<file path="config.mk">
export PLATFORM = sky130hd
export DESIGN_NAME = bcd_incrementor
export DESIGN_NICKNAME = d
export VERILOG_FILES = /design/src/rtl/bcd_pkg.sv /design/src/rtl/bcd_digit_inc.sv /design/src/rtl/bcd_incrementor.sv
export SDC_FILE = /design/constraint.sdc
export NUM_CORES = 1
export LEC_CHECK = 0
export CAP_MARGIN = 10
export CORE_UTILIZATION = 45
export DETAILED_ROUTE_END_ITERATION = 8
export PLACE_DENSITY_LB_ADDON = 0.12
export SLEW_MARGIN = 5
export SYNTH_ARGS = -nofsm -noshare
export SYNTH_HDL_FRONTEND = slang
export SYNTH_HIERARCHICAL = 1
export SYNTH_SLANG_ARGS = --single-unit
</file>
<file path="constraint.sdc">
create_clock -name clk -period 3 [get_ports clk]
set_input_delay 0.6 -clock clk [delete_from_list [all_inputs] [get_ports clk]]
set_output_delay 0.6 -clock clk [all_outputs]
set_load 0.01 [all_outputs]
</file>
<file path="src/rtl/bcd_pkg.sv">
// -----------------------------------------------------------------------------
// bcd_pkg
// Shared definitions for the packed-BCD incrementor.
//   DIGIT_W       : width of one BCD digit (nibble)
//   MAX_DIGIT     : largest legal BCD digit value
//   DIGITS_MIN/MAX: legal range for the DIGITS parameter of the top level
//   is_bcd_digit(): 1 when a nibble holds a legal decimal digit (0..9)
//   is_max_digit(): 1 when a nibble holds 9, the value that wraps on carry
// -----------------------------------------------------------------------------
package bcd_pkg;

  localparam int unsigned DIGIT_W    = 4;
  localparam logic [3:0]  MAX_DIGIT  = 4'd9;
  localparam int unsigned DIGITS_MIN = 1;
  localparam int unsigned DIGITS_MAX = 8;

  typedef logic [DIGIT_W-1:0] digit_t;

  function automatic logic is_bcd_digit(input digit_t d);
    return (d <= MAX_DIGIT);
  endfunction

  function automatic logic is_max_digit(input digit_t d);
    return (d == MAX_DIGIT);
  endfunction

endpackage

</file>
<file path="src/rtl/bcd_digit_inc.sv">
// -----------------------------------------------------------------------------
// bcd_digit_inc
// Purely combinational single-digit BCD incrementor cell.
// Ports:
//   digit     [3:0] in  : BCD digit to increment
//   carry_in        in  : increment request from the lower digit
//   digit_out [3:0] out : incremented digit (digit passes through when no carry)
//   carry_out       out : digit wrapped 9 -> 0, propagate to the next digit
//   invalid         out : digit is not legal BCD (0xA..0xF)
// -----------------------------------------------------------------------------
module bcd_digit_inc
  import bcd_pkg::*;
(
  input  logic [3:0] digit,
  input  logic       carry_in,
  output logic [3:0] digit_out,
  output logic       carry_out,
  output logic       invalid
);

  always_comb begin
    digit_out = digit;
    carry_out = 1'b0;
    invalid   = !is_bcd_digit(digit);
    // An illegal digit never generates a carry; the top level substitutes the
    // raw operand anyway, so this only keeps the chain quiet.
    if (carry_in && !invalid) begin
      if (is_max_digit(digit)) begin
        digit_out = 4'd0;
        carry_out = 1'b1;
      end else begin
        digit_out = digit + 4'd1;
      end
    end
  end

endmodule

</file>
<file path="src/rtl/bcd_incrementor.sv">
// -----------------------------------------------------------------------------
// bcd_incrementor
// Adds one (in decimal) to a packed BCD operand, one result per cycle,
// single register stage between input sample and outputs.
// Parameters:
//   DIGITS : number of packed BCD digits (1..8)
// Ports:
//   clk                  in  : clock, rising edge
//   rst                  in  : synchronous active-high reset, beats in_valid
//   in_valid             in  : bcd_in is sampled on this edge
//   bcd_in  [4*DIGITS-1:0] in  : operand, digit 0 (units) in bits [3:0]
//   out_valid            out : outputs hold a fresh result this cycle
//   bcd_out [4*DIGITS-1:0] out : result, same digit order as bcd_in
//   overflow             out : all-9s operand wrapped to all-0s
//   bcd_err              out : some operand digit was > 9; bcd_out = bcd_in
// -----------------------------------------------------------------------------
module bcd_incrementor
  import bcd_pkg::*;
#(
  parameter int unsigned DIGITS = 3
) (
  input  logic                        clk,
  input  logic                        rst,
  input  logic                        in_valid,
  input  logic [DIGIT_W*DIGITS-1:0]   bcd_in,
  output logic                        out_valid,
  output logic [DIGIT_W*DIGITS-1:0]   bcd_out,
  output logic                        overflow,
  output logic                        bcd_err
);

  localparam int unsigned W = DIGIT_W * DIGITS;

  logic [DIGITS:0]   carry;
  logic [DIGITS-1:0] invalid;
  logic [W-1:0]      inc_sum;
  logic              any_invalid;
  logic [W-1:0]      next_out;
  logic              next_ovf;

  // Units digit always increments.
  assign carry[0] = 1'b1;

  for (genvar g = 0; g < DIGITS; g++) begin : g_digit
    bcd_digit_inc u_digit (
      .digit     (bcd_in[g*DIGIT_W +: DIGIT_W]),
      .carry_in  (carry[g]),
      .digit_out (inc_sum[g*DIGIT_W +: DIGIT_W]),
      .carry_out (carry[g+1]),
      .invalid   (invalid[g])
    );
  end

  assign any_invalid = |invalid;
  // A malformed operand is echoed untouched so the consumer can see what
  // arrived; overflow is meaningless in that case and forced low.
  assign next_out    = any_invalid ? bcd_in : inc_sum;
  assign next_ovf    = carry[DIGITS] & ~any_invalid;

  // ---- stage p1: result registers ----
  logic              vld_p1;
  logic [W-1:0]      bcd_p1;
  logic              ovf_p1;
  logic              err_p1;

  always_ff @(posedge clk) begin
    if (rst) begin
      vld_p1 <= 1'b0;
      bcd_p1 <= '0;
      ovf_p1 <= 1'b0;
      err_p1 <= 1'b0;
    end else begin
      vld_p1 <= in_valid;
      // Outputs keep the last result while no new operand arrives.
      if (in_valid) begin
        bcd_p1 <= next_out;
        ovf_p1 <= next_ovf;
        err_p1 <= any_invalid;
      end
    end
  end

  assign out_valid = vld_p1;
  assign bcd_out   = bcd_p1;
  assign overflow  = ovf_p1;
  assign bcd_err   = err_p1;

endmodule

</file>
==> metrics.txt, run 1 <==
status=complete, no violations; maxcap violations=0; synth top area cells=dfxtp_1 (32%), a311oi_1 (11%), nand2_1 (11%); Yosys reg bits=15; CTS H-Tree Depth=1; share of layout cells above drive strength 1=6.45%; die height=47.5 um; DRC viols=0; Fill cells=190; clk_skew=0 ns; Clock Path Buffers=2; clk slew on worst S/H paths=0.09 ns; first-pass GRT wire length=3520 um; CTS Hold Bufs=0; root buffer cell=clkbuf_4; CORE AREA=1960 um2; die area=2260 um2; period utilization=88.7%; vias in the first global route=814; initial antenna violation count=0; Worst setup EP type=flop; Distinct cells, synth=24; register area=300 um2; Max FO, Critical Path=6; Slew @ Worst Pin=0.918 ns; drt pass-1 iters=4; area leader, netlist=dfxtp_1; Seq/Total Area, Yosys=32.2%; clock sink total=15; gr ovfl total=0; Final Critical Period=2.66 ns; Ports=30; Worst Path Required=3.21 ns; Die W=47.5 um; Finished Core Util=66.8%; Final Hold Slack=0.481 ns; TritonCTS clock tree=yes; post-synth top area share=32.2%; Area Overhead vs Synth=40.5%; pre-CTS setup slack=0.161 ns; worst hold path class=reg2reg; clk_lat worst skew=0.28 ns; final WL=2360 um; area occupied by multi-input gates=616 um2; Max Clock Freq=376 MHz; PnR worst setup slack=0.338 ns; port bufs=29; crit path kind=in2reg; starting density of the core=47.6%; Slew Limit Fails=0; Post-CTS Setup Repair Bufs=0; largest net degree at the start of global routing=30; vias=990; Slew Limit Headroom=38.6%; PostCTS Resize Cnt=0; Fin Setup TNS=0 ns; Avg Vias per Cell=5.44; unrepaired setup endpoints after global routing=false; DR iter-0 viols=28; max incr delay on CP=0.47 ns; RePlAce Congestion=0.759; synthesized area=933 um2; Yosys warning total=6; # rows=16; static leakage=0.476 nW; Worst Setup Start Kind=input port; Synth Instances=117; GRT Overall Usage=22.5%; fin nets=171; Power Density=363 nW/um2; hpwl dp=1690 um; diode count=0; # setup viols final=0; crit-path cells=clkdlybuf4s50_1 -> nand2_1 -> nor4b_1 -> nand2_1 -> nor4b_1 -> buf_4 -> nand2_1 -> nor4b_1 -> nand3_1 -> a21oi_1; Num CTS Buffers=3; DRT antenna net count=0; synthesized area per cell=7.98 um2; Critical-path top delay cell=clkdlybuf4s50_1; Peak VDD IR=223 uV; Hold Vio Cnt, Final=0; Arr. time, crit path=2.87 ns; Routed WL per cell=13.0 um
cell usage after synthesis (all sizes together):
| cell type | n |
|---|---|
| a211oi | 1 |
| buf | 4 |
| nand2b | 7 |
| nor4b | 3 |
| a21oi | 1 |
| xnor2 | 6 |
| o21a | 3 |
| nor2b | 1 |
| nor3 | 1 |
| conb | 1 |
| nand2 | 27 |
| dfxtp | 15 |
| nand3b | 3 |
| nand4b | 3 |
| or3 | 1 |
| clkbuf | 2 |
| o211ai | 6 |
| nor2 | 13 |
| a211o | 3 |
| and4 | 3 |
| a311oi | 12 |
| nand3 | 1 |
cell usage in the layout (no fill, tap or decap), types with 6 or more instances in the layout:
cell             instances
dfxtp_1                 15
xnor2_1                  6
nor2_1                  13
buf_4                    6
o211ai_1                 6
nand2b_1                 7
a311oi_1                12
nand2_1                 27
conb_1                   6
clkdlybuf4s50_1         29
cells by family after synthesis:
logic type / share of synthesized area (%)
AO/OA/AOI/OAI: 22.7
buffers and inverters: 3.89
XOR/XNOR: 5.63
other: 0.402
flip-flops: 32.2
AND/OR/NAND/NOR: 35.3
through the flow:
| stage | instance area, um2 | instances | total power, mW |
|---|---|---|---|
| after floorplan | 952 | 122 | 0.293 |
| after global placement | 1280 | 178 | 0.359 |
| after detailed placement | 1280 | 178 | 0.363 |
| after CTS | 1310 | 182 | 0.482 |
| after global routing | 1310 | 182 | 0.505 |
| final | 1310 | 182 | 0.476 |
area by class of cell:
type                    count  share of cell area [%]
well taps                  27                    2.58
repair buffers             35                    25.6
multi-input cells         101                    46.9
clock buffers               4                    2.00
flip-flops and latches     15                    22.9
power by group:
group          leakage [nW]  internal (mW)  switching, mW
sequential            0.124          0.213        0.00646
combinational         0.337         0.0712         0.0674
clock                0.0150         0.0517         0.0655
total                 0.476          0.336          0.139
sequential cells by signal, indices dropped and copies added, names as in the netlist:
name,flops
bcd_err,1
bcd_out,12
out_valid,1
overflow,1
final timing paths:
kind | to | slack [ns] | from | depth (start not counted)
setup / recovery | overflow | 0.34 | bcd_in[0] | 10
hold / removal | overflow | 0.48 | overflow | 2
setup reg to reg | bcd_out[7] | 2.24 | bcd_out[7] | 2
hold reg to reg | overflow | 0.48 | overflow | 2
metal layers:
metal,track usage (%),vias up,routed length [um]
met4,9.44,0,34
met1,30.4,445,1150
met5,0,-,0
met2,34.8,37,1060
met3,4.53,4,107
li1,-,504,-
worst max-delay path: cells and delay by family:
| family | cells | cell delay (ns) |
|---|---|---|
| AND/OR/NAND/NOR | 7 | 1.42 |
| buffers and inverters | 2 | 0.66 |
| AO/OA/AOI/OAI | 1 | 0.18 |
(Power assumes the default switching activity.)
==> run 2, diff against run 1 <==
--- a/config.mk
+++ b/config.mk
@@ -9,6 +9,7 @@
 export CORE_UTILIZATION = 45
 export DETAILED_ROUTE_END_ITERATION = 8
 export PLACE_DENSITY_LB_ADDON = 0.12
+export REMOVE_ABC_BUFFERS = 1
 export SLEW_MARGIN = 5
 export SYNTH_ARGS = -nofsm -noshare
 export SYNTH_HDL_FRONTEND = slang
==> metrics.txt, run 2 (synthesis results as in run 1) <==
Num CTS Buffers=3; total power=476 uW; diode count=0; CTS Hold Bufs=0; Die W=47.5 um; Final Critical Period=2.63 ns; DRT antenna net count=0; gr ovfl total=0; CTS H-Tree Depth=1; Peak VDD IR=218 uV; die height=47.5 um; Fin Setup TNS=0 ns; met3 usage=2.64%; GR Util met1=28.5%; Ports=30; vias in the first global route=828; clock sink total=15; Post-CTS Setup Repair Bufs=0; PostCTS Resize Cnt=0; busiest grt layer=met2; drt pass-1 iters=4; fin nets=168; static leakage=0.462 nW; Worst setup EP type=flop; largest net degree at the start of global routing=30; maxcap violations=0; GRT Overall Usage=21.0%; Slew Limit Fails=0; Slew @ Worst Pin=0.933 ns; vias=970; Inst Count DP=175; worst hold path class=reg2reg; Hold Vio Cnt, Final=0; r2r setup slk=2.24 ns; unrepaired setup endpoints after global routing=false; period utilization=87.6%; Worst Path Required=3.19 ns; commonest non-fill, non-tap cells in the layout=clkdlybuf4s50_1 (29), nand2_1 (27), dfxtp_1 (15); Clock Path Buffers=2; Power Density=370 nW/um2; Fill cells=188; status=complete, no violations; die area=2260 um2; leading cell type in the layout, fill and taps excluded=clkdlybuf4s50_1; Arr. time, crit path=2.82 ns; Finished Core Util=65.7%; hpwl dp=1480 um; clk_lat worst skew=0.28 ns; TritonCTS clock tree=yes; Avg Vias per Cell=5.42; # rows=16; clk slew on worst S/H paths=0.09 ns; GRT met2 Usage=34.8%; fin cells=179; starting density of the core=47.6%; Area Overhead vs Synth=38.1%; first-pass GRT wire length=3480 um; CORE AREA=1960 um2; Slew Limit Headroom=37.6%; RePlAce Congestion=0.785; final WL=2210 um; share of layout cells above drive strength 1=4.61%; Max FO, Critical Path=7; DRC viols=0; Worst Setup Start Kind=input port; Routed WL per cell=12.4 um; # setup viols final=0; DR iter-0 viols=11; clk_skew=0 ns; Largest register FFs=12; Max Clock Freq=380 MHz; crit path kind=in2reg; port bufs=29; root buffer cell=clkbuf_4; initial antenna violation count=0
run 2: area by class of cell:
cell class              count  area (um2)  area share [%]
flip-flops and latches     15         300            23.3
multi-input cells         101         616            47.8
well taps                  27        33.8            2.62
clock buffers               4        26.3            2.04
repair buffers             32         313            24.3
run 2: per-layer routing:
metal  vias to the layer above  share of wire [%]
li1                        496                  -
met1                       445                 48
met2                        27                 46
met3                         2                5.3
met4                         0               0.36
met5                         -                  0
run 2: path summary, 6_finish.rpt:
check,start,end,cells past startpoint
worst max-delay path,bcd_in[1],bcd_out[11],9
worst min-delay path,overflow,overflow,2
worst max register to register,bcd_out[7],bcd_out[7],2
worst min register to register,overflow,overflow,2
run 2: worst max-delay path, cell delays in order:
cell,delay [ns]
clkdlybuf4s50_1,0.53
nor4b_1,0.49
nand2_1,0.13
nor4b_1,0.26
buf_4,0.19
and4_1,0.20
a211o_1,0.10
nand2_1,0.04
a311oi_1,0.27
run 2: through the flow:
stage	cell area [um2]	worst slack [ns]	hold slack, ns
2_1_floorplan	916	0.392	0.487
3_3_place_gp	1260	0.211	0.467
3_5_place_dp	1260	0.147	0.469
4_1_cts	1290	0.347	0.485
5_1_grt	1290	0.139	0.511
6_report	1290	0.371	0.481
run 2: power breakdown:
part | internal, mW | switching, mW | total (mW)
logic | 0.0686 | 0.0657 | 0.134
clock network | 0.0515 | 0.0705 | 0.122
registers | 0.214 | 0.00632 | 0.220
total | 0.334 | 0.143 | 0.476
